## src/rtl/instr_fetch_if.sv

```systemverilog
// Fetch unit bus bundle: PC input, instruction memory port and decode output.
interface instr_fetch_if #(
  parameter int ADDR_W = 16,
  parameter int DATA_W = 16
);
  logic [ADDR_W-1:0] pc_addr;
  logic              pc_valid;
  logic              pc_ready;
  logic              redirect;
  logic              mem_req;
  logic [ADDR_W-1:0] mem_addr;
  logic              mem_ack;
  logic [DATA_W-1:0] mem_rdata;
  logic              instr_valid;
  logic              instr_ready;
  logic [DATA_W-1:0] instr_data;
  logic [ADDR_W-1:0] instr_addr;

  modport master (
    input  pc_addr, pc_valid, redirect,
    input  mem_ack, mem_rdata, instr_ready,
    output pc_ready, mem_req, mem_addr,
    output instr_valid, instr_data, instr_addr
  );

  modport slave (
    output pc_addr, pc_valid, redirect,
    output mem_ack, mem_rdata, instr_ready,
    input  pc_ready, mem_req, mem_addr,
    input  instr_valid, instr_data, instr_addr
  );
endinterface

```

## src/rtl/instr_fetch.sv

```systemverilog
// Instruction fetch front end: one outstanding memory read,
// small instruction FIFO toward decode, flush on PC redirect.
module instr_fetch #(
  parameter int DEPTH  = 2,
  parameter int ADDR_W = 16,
  parameter int DATA_W = 16
) (
  input  logic           clk,
  input  logic           rst_n,
  instr_fetch_if.master  bus
);
  localparam int PW = (DEPTH > 1) ? $clog2(DEPTH) : 1;
  localparam int CW = PW + 1;

  typedef enum logic [1:0] {
    IDLE,
    REQ,
    DRAIN
  } state_t;

  state_t            state;
  logic              mem_req_q;
  logic [ADDR_W-1:0] mem_addr_q;

  logic [ADDR_W-1:0] addr_q [DEPTH];
  logic [DATA_W-1:0] data_q [DEPTH];
  logic [PW-1:0]     wr_ptr;
  logic [PW-1:0]     rd_ptr;
  logic [CW-1:0]     count;

  logic valid;
  logic accept;
  logic push;
  logic pop;

  assign valid  = (count != '0);
  assign accept = bus.pc_valid && bus.pc_ready;
  assign push   = (state == REQ) && bus.mem_ack
               && !bus.redirect;
  assign pop    = valid && bus.instr_ready
               && !bus.redirect;

  assign bus.pc_ready = (state == IDLE)
                     && !bus.redirect
                     && (count < CW'(DEPTH));
  assign bus.mem_req     = mem_req_q;
  assign bus.mem_addr    = mem_addr_q;
  assign bus.instr_valid = valid;
  assign bus.instr_data  = data_q[rd_ptr];
  assign bus.instr_addr  = addr_q[rd_ptr];

  // A redirect without ack must still finish the
  // handshake, so the read is drained and dropped.
  always_ff @(posedge clk or negedge rst_n) begin
    if (!rst_n) begin
      state      <= IDLE;
      mem_req_q  <= 1'b0;
      mem_addr_q <= '0;
    end else begin
      unique case (state)
        IDLE: begin
          if (accept) begin
            mem_addr_q <= bus.pc_addr;
            mem_req_q  <= 1'b1;
            state      <= REQ;
          end
        end
        REQ: begin
          if (bus.mem_ack) begin
            mem_req_q <= 1'b0;
            state     <= IDLE;
          end else if (bus.redirect) begin
            state <= DRAIN;
          end
        end
        DRAIN: begin
          if (bus.mem_ack) begin
            mem_req_q <= 1'b0;
            state     <= IDLE;
          end
        end
        default: begin
          mem_req_q <= 1'b0;
          state     <= IDLE;
        end
      endcase
    end
  end

  always_ff @(posedge clk or negedge rst_n) begin
    if (!rst_n) begin
      wr_ptr <= '0;
      rd_ptr <= '0;
      count  <= '0;
      for (int i = 0; i < DEPTH; i++) begin
        addr_q[i] <= '0;
        data_q[i] <= '0;
      end
    end else if (bus.redirect) begin
      wr_ptr <= '0;
      rd_ptr <= '0;
      count  <= '0;
    end else begin
      if (push) begin
        addr_q[wr_ptr] <= mem_addr_q;
        data_q[wr_ptr] <= bus.mem_rdata;
        wr_ptr         <= wr_ptr + PW'(1);
      end
      if (pop) begin
        rd_ptr <= rd_ptr + PW'(1);
      end
      unique case (1'b1)
        push && !pop: count <= count + CW'(1);
        pop && !push: count <= count - CW'(1);
        default:      count <= count;
      endcase
    end
  end
endmodule
```

## src/flat_wrapper.sv

```systemverilog
// flat-port wrapper written by rule: the top's interface ports become plain ports
module instr_fetch_flat 
#(
  parameter int DEPTH  = 2,
  parameter int ADDR_W = 16,
  parameter int DATA_W = 16
)
  (clk, rst_n, bus_pc_addr, bus_pc_valid, bus_redirect, bus_mem_ack, bus_mem_rdata, bus_instr_ready, bus_pc_ready, bus_mem_req, bus_mem_addr, bus_instr_valid, bus_instr_data, bus_instr_addr);
  instr_fetch_if #(.ADDR_W(ADDR_W), .DATA_W(DATA_W)) bus_i ();
  input  logic clk;
  input  logic rst_n;
  input wire logic [$bits(bus_i.pc_addr)-1:0] bus_pc_addr;
  input wire logic [$bits(bus_i.pc_valid)-1:0] bus_pc_valid;
  input wire logic [$bits(bus_i.redirect)-1:0] bus_redirect;
  input wire logic [$bits(bus_i.mem_ack)-1:0] bus_mem_ack;
  input wire logic [$bits(bus_i.mem_rdata)-1:0] bus_mem_rdata;
  input wire logic [$bits(bus_i.instr_ready)-1:0] bus_instr_ready;
  output wire logic [$bits(bus_i.pc_ready)-1:0] bus_pc_ready;
  output wire logic [$bits(bus_i.mem_req)-1:0] bus_mem_req;
  output wire logic [$bits(bus_i.mem_addr)-1:0] bus_mem_addr;
  output wire logic [$bits(bus_i.instr_valid)-1:0] bus_instr_valid;
  output wire logic [$bits(bus_i.instr_data)-1:0] bus_instr_data;
  output wire logic [$bits(bus_i.instr_addr)-1:0] bus_instr_addr;
  assign bus_i.pc_addr = bus_pc_addr;
  assign bus_i.pc_valid = bus_pc_valid;
  assign bus_i.redirect = bus_redirect;
  assign bus_i.mem_ack = bus_mem_ack;
  assign bus_i.mem_rdata = bus_mem_rdata;
  assign bus_i.instr_ready = bus_instr_ready;
  assign bus_pc_ready = bus_i.pc_ready;
  assign bus_mem_req = bus_i.mem_req;
  assign bus_mem_addr = bus_i.mem_addr;
  assign bus_instr_valid = bus_i.instr_valid;
  assign bus_instr_data = bus_i.instr_data;
  assign bus_instr_addr = bus_i.instr_addr;
  instr_fetch #(.DEPTH(DEPTH), .ADDR_W(ADDR_W), .DATA_W(DATA_W)) u_core (.clk(clk), .rst_n(rst_n), .bus(bus_i));
endmodule
```

## config.mk

```make
export PLATFORM = sky130hd
export DESIGN_NAME = instr_fetch_flat
export DESIGN_NICKNAME = d
export VERILOG_FILES = /design/src/rtl/instr_fetch_if.sv /design/src/rtl/instr_fetch.sv /design/src/flat_wrapper.sv
export SDC_FILE = /design/constraint.sdc
export NUM_CORES = 1
export LEC_CHECK = 0
export CORE_ASPECT_RATIO = 1.4
export CORE_MARGIN = 1
export CORE_UTILIZATION = 30
export DETAILED_ROUTE_END_ITERATION = 7
export GPL_ROUTABILITY_DRIVEN = 0
export GPL_TIMING_DRIVEN = 0
export PLACE_DENSITY = 0.58
export SLEW_MARGIN = 5
export SYNTH_ARGS = -nofsm -noshare
export SYNTH_HDL_FRONTEND = slang
export SYNTH_SLANG_ARGS = --single-unit
```

## constraint.sdc

```tcl
create_clock -name clk -period 2.7 [get_ports clk]
set_input_delay 0.54 -clock clk [delete_from_list [all_inputs] [get_ports clk]]
set_output_delay 0.54 -clock clk [all_outputs]
set_load 0.005 [all_outputs]
```

* Word-level counts from Yosys, hierarchy flattened
Index checks and enable logic that the tools add are counted.
Word-level totals: bits in registers 87, bits in latches 0, bits in writable memories 0, bits in read-only memories 0, output and inout port bits 51, word-level logic and storage cells 74, memories 0
Cells by class: add/sub/neg operators 4, $mul 0, div/mod/pow operators 0, magnitude comparators 4, equal/unequal tests 6, shifts and indexed selects 0, mux-type cells 24, bitwise logic cells 3, reductions and logical operators 23
Operators with widths (number):
- $mux 16 | 7
- $bwmux 32 | 2
- $demux 16 s1 | 1
- $logic_and 1x1->1 | 10
- $mux 2 | 5
- $mux 1 | 6
- $pmux 2 s3 | 1
- $reduce_and 2->1 | 3
- $reduce_bool 2->1 | 3
- $ge 2x2->1 const B | 2
- $ne 2x1->1 const B | 2
- $not 1->2 | 2
- $pmux 2 s2 | 1
- $logic_not 1->1 | 3
- $ne 3x3->1 const B | 1
- $reduce_and 3->1 | 1
- $reduce_bool 3->1 | 1
- $add 1x1->1 const B | 2
- $add 2x1->2 const B | 1
- $eq 2x1->1 const B | 1
- $eq 2x2->1 const B | 1
- $logic_not 2->1 | 1
- $lt 2x1->1 const B | 1
- $lt 2x2->1 const B | 1
- 5 further kinds | 5

* Longest topological paths before layout
depth in word-level cells 7, mapped depth 7, gate-level depth less buffers 5

* Worst setup path before layout
OpenSTA, ideal clock, no wires.
path kind reg-to-reg, from register u_core.state[1], to register u_core.data_q[16] (netlist bit), library setup time 0.125 ns, arrival time 1.539 ns, slack 1.036 ns, stages on the path, launching flop included 7, buffers on the path 1, period minus slack after synthesis 1.664 ns, cells stage by stage dfrtp_1 inv_1 ha_1 nand2_2 nor3_4 buf_6 mux2_2
Between the ends: longest elaborated chain between the ends 4
RTL lines:
- from (decl) | line instr_fetch.sv:21 | state_t state;
- from (signal assigned) | line instr_fetch.sv:56 | state <= IDLE;
- from (signal assigned) | line instr_fetch.sv:65 | state <= REQ;
- from (signal assigned) | line instr_fetch.sv:71 | state <= IDLE;
- $eq 2x1->1 | line instr_fetch.sv:38 | assign push = (state == REQ) && bus.mem_ack
- $logic_and 1x1->1 | line instr_fetch.sv:38
- $logic_and 1x1->1 | line instr_fetch.sv:39 | && !bus.redirect;
- $reduce_and 2->1 (no line)
- to (signal, indexed assignment) | line instr_fetch.sv:106 | data_q[wr_ptr] <= bus.mem_rdata;
- to (decl) | line instr_fetch.sv:26 | logic [DATA_W-1:0] data_q [DEPTH];
No other way between the ends. A chain may end at the register's enable or synchronous reset.

* Worst setup path after layout
from register u_core.rd_ptr, to output port bus_instr_addr[7]
Between the ends: longest elaborated chain between the ends 4
RTL lines:
- from (decl) | line instr_fetch.sv:28 | logic [PW-1:0] rd_ptr;
- from (signal assigned) | line instr_fetch.sv:110 | rd_ptr <= rd_ptr + PW'(1);
- $not 1->2 (implied by the code) | line instr_fetch.sv:50 | assign bus.instr_addr = addr_q[rd_ptr];
- $mux 16 (implied by the code) (3 in a row) | line instr_fetch.sv:50
- to (decl) | line flat_wrapper.sv:23 | output wire logic [$bits(bus_i.instr_addr)-1:0] bus_instr_addr;
No other way between the ends. The select of a mux whose other input is x is not followed.

==> impl_metrics.json <==
{
  "worstMarginPinSlew_ns": 0.402,
  "grt_use_total": 0.134,
  "area.sequential_sq_um": 2180,
  "dpl.hpwl_um": 5860,
  "antenna_cells": 0,
  "crit_chain": "clkbuf_4 -> mux2_2 -> clkdlybuf4s50_1",
  "multi_input_area_sq_um": 1530,
  "ios": 89,
  "num_vias": 2359,
  "crit_path_end_kind": "output pin",
  "p_switching_mw": 1.42,
  "cts_htree_levels": 3,
  "maxCapViolations": 0,
  "syn_area_sq_um": 3820,
  "status": "complete, no violations",
  "rows": 48,
  "pwr-share-comb": 0.381,
  "fin_crit_ns": 2.52,
  "area_growth_pct": 35.3,
  "antenna_found_initial": 0,
  "power.internal_mw": 3.81,
  "layout_common_cells": "111 x mux2_2, 87 x clkdlybuf4s50_1, 87 x dfrtp_1",
  "skew_ns": 0.00769,
  "fillers": 1165,
  "synth_edf_count": 0,
  "hold_viol": 0,
  "slew_headroom": 0.732,
  "nets": 392,
  "setup_viol_count_final": 0,
  "yosysWarningCount": 0,
  "switching_share": 0.272,
  "ys_async_sr_fraction": 1.00,
  "clk_latency_ns": 0.34,
  "dieWidth_um": 97.4,
  "root_buffer": "clkbuf_16",
  "setup-tns-final_ns": 0,
  "slowest_stage": "dfrtp_1",
  "drtAntennaViolNets": 0,
  "ctsHoldBuffers": 0,
  "critPathMaxFanout": 10,
  "firstDrtPassIters": 2,
  "routedWlPerCell_um": 16.6,
  "wl_um": 8370,
  "crit_path_max_incr_delay_ns": 0.49,
  "start_kind": "flip-flop",
  "die_area_sq_um": 13200,
  "ys.flop_type": "dfrtp_1",
  "timing.final.max_slew_violations": 0,
  "path_delay_family": "buffers and inverters",
  "ir_drop_mv": 0.457,
  "p_seq_frac": 0.409,
  "p_leak_nw": 2.25,
  "fmax_mhz": 397,
  "vias_per_cell": 4.68,
  "clkSinkCount": 87,
  "final_layout_size_suffix_gt1_frac": 0.410,
  "grt_pass1_wl_um": 13500,
  "worstHoldPathType": "in2async",
  "ys_seq_area_frac": 0.569,
  "syn-num-nets": 293,
  "rsz0062_at_grt": "false",
  "grt_max_degree": 61,
  "worstSetupPathType": "reg2out",
  "cts_buffers": 9,
  "die_height_um": 136,
  "p_total_mw": 5.23,
  "overflow": 0,
  "ys_types": 29,
  "clockPowerShare": 0.210,
  "critPathRequiredTime_ns": 2.16,
  "layout_commonest_cell": "mux2_2",
  "drc": 0,
  "syn_avg_cell_area_sq_um": 15.2,
  "grt_pass1_vias": 2556,
  "path_buf_inv": 2,
  "period_share": 0.933,
  "cts_max_path_buffers": 2,
  "initial_core_util": 0.309,
  "p_per_area_nw_per_um2": 1010,
  "cts.reportedPaths.clkPinSlew_ns": 0.06,
  "drt-initial-drc-count": 56,
  "core-area_sq_um": 12400,
  "port_buffers": 88,
  "synthCells": 252,
  "tritoncts": "done",
  "synth-seq-cells": 87,
  "cp.arrival_ns": 1.98
}
==> routing by layer <==
layer,vias up,track usage,part of all wire
met1,1207,0.159,0.44
met4,0,0.0735,0.022
li1,1093,-,-
met2,45,0.230,0.51
met5,-,0,0
met3,14,0.0253,0.029
==> worst paths after layout <==
| check | start | end | slack [ns] | cells after the start |
|---|---|---|---|---|
| hold reg to reg | u_core.addr_q[29]$_DFFE_PN0P_ | u_core.addr_q[29]$_DFFE_PN0P_ | 0.50 | 1 |
| max in group asynchronous | rst_n | u_core.bus.mem_addr[6]$_DFFE_PN0P_ | 1.94 | 2 |
| setup / recovery | u_core.rd_ptr$_DFFE_PN0P_ | bus_instr_addr[7] | 0.18 | 3 |
| setup reg to reg | u_core.state[1]$_DFFE_PN0P_ | u_core.addr_q[26]$_DFFE_PN0P_ | 0.75 | 6 |
| min in group clk | u_core.addr_q[29]$_DFFE_PN0P_ | u_core.addr_q[29]$_DFFE_PN0P_ | 0.50 | 1 |
| hold / removal | rst_n | u_core.bus.mem_addr[11]$_DFFE_PN0P_ | 0.12 | 1 |
==> registers in the layout, indices dropped and copies added, names as in the netlist <==
register             cells
u_core.addr_q           32
u_core.data_q           32
u_core.bus.mem_addr     16
u_core.count             2
u_core.state             2
u_core.bus.mem_req       1
u_core.rd_ptr            1
u_core.wr_ptr            1
==> power groups by stage <==
stage          logic, mW  registers, mW  clock network [mW]
2_1_floorplan      0.987           2.08                   0
3_3_place_gp        2.00           2.14                   0
3_5_place_dp        2.04           2.17                   0
4_1_cts             2.05           2.14                1.14
5_1_grt             2.16           2.22                1.20
6_report            2.00           2.14                1.10
==> cell usage after synthesis (all sizes together) (2+ instances only) <==
| cell type | n | share of area |
|---|---|---|
| xor2 | 2 | 0.0046 |
| nand2 | 3 | 0.0036 |
| o21ai | 2 | 0.0026 |
| inv | 4 | 0.0039 |
| nor3 | 2 | 0.0056 |
| mux2 | 113 | 0.33 |
| ha | 3 | 0.0098 |
| nand2b | 2 | 0.0033 |
| nor2 | 5 | 0.0049 |
| nor2b | 2 | 0.0033 |
| buf | 12 | 0.026 |
| dfrtp | 87 | 0.57 |
| a21oi | 4 | 0.0052 |
==> through the flow <==
stage                     worst slack, ns  instances  utilization  cell area [sq um]  hold WS [ns]
final                               0.181        504        0.418               5170         0.120
after global routing               0.0638        504        0.418               5170         0.141
after CTS                         -0.0686        505        0.418               5170         0.129
after detailed placement            0.265        491        0.398               4920         0.478
after global placement              -2.19        490        0.396               4890         0.467
after floorplan                      1.04        252            -               3820         0.244
==> cells by family after synthesis <==
group	share of synthesized area
simple gates	0.0317
compound gates	0.0213
xor+xnor	0.00458
flops	0.569
fa+ha+maj	0.00981
mux	0.333
buf+inv	0.0307
==> what timing repair did <==
item                       in CTS  in global routing
resized for setup               0                  3
setup buffers                   0                  0
setup endpoints to repair      29                 29
==> final cells by class <==
| cell class | instances | share of cell area |
|---|---|---|
| Multi-Input combinational cell | 148 | 0.296 |
| Clock inverter | 5 | 0.00532 |
| Sequential cell | 87 | 0.421 |
| Timing Repair Buffer | 89 | 0.175 |
| Buffer | 12 | 0.0206 |
| Tap cell | 150 | 0.0363 |
| Inverter | 4 | 0.00290 |
| Clock buffer | 9 | 0.0435 |
No activity file was read; power rests on OpenSTA's default activity.
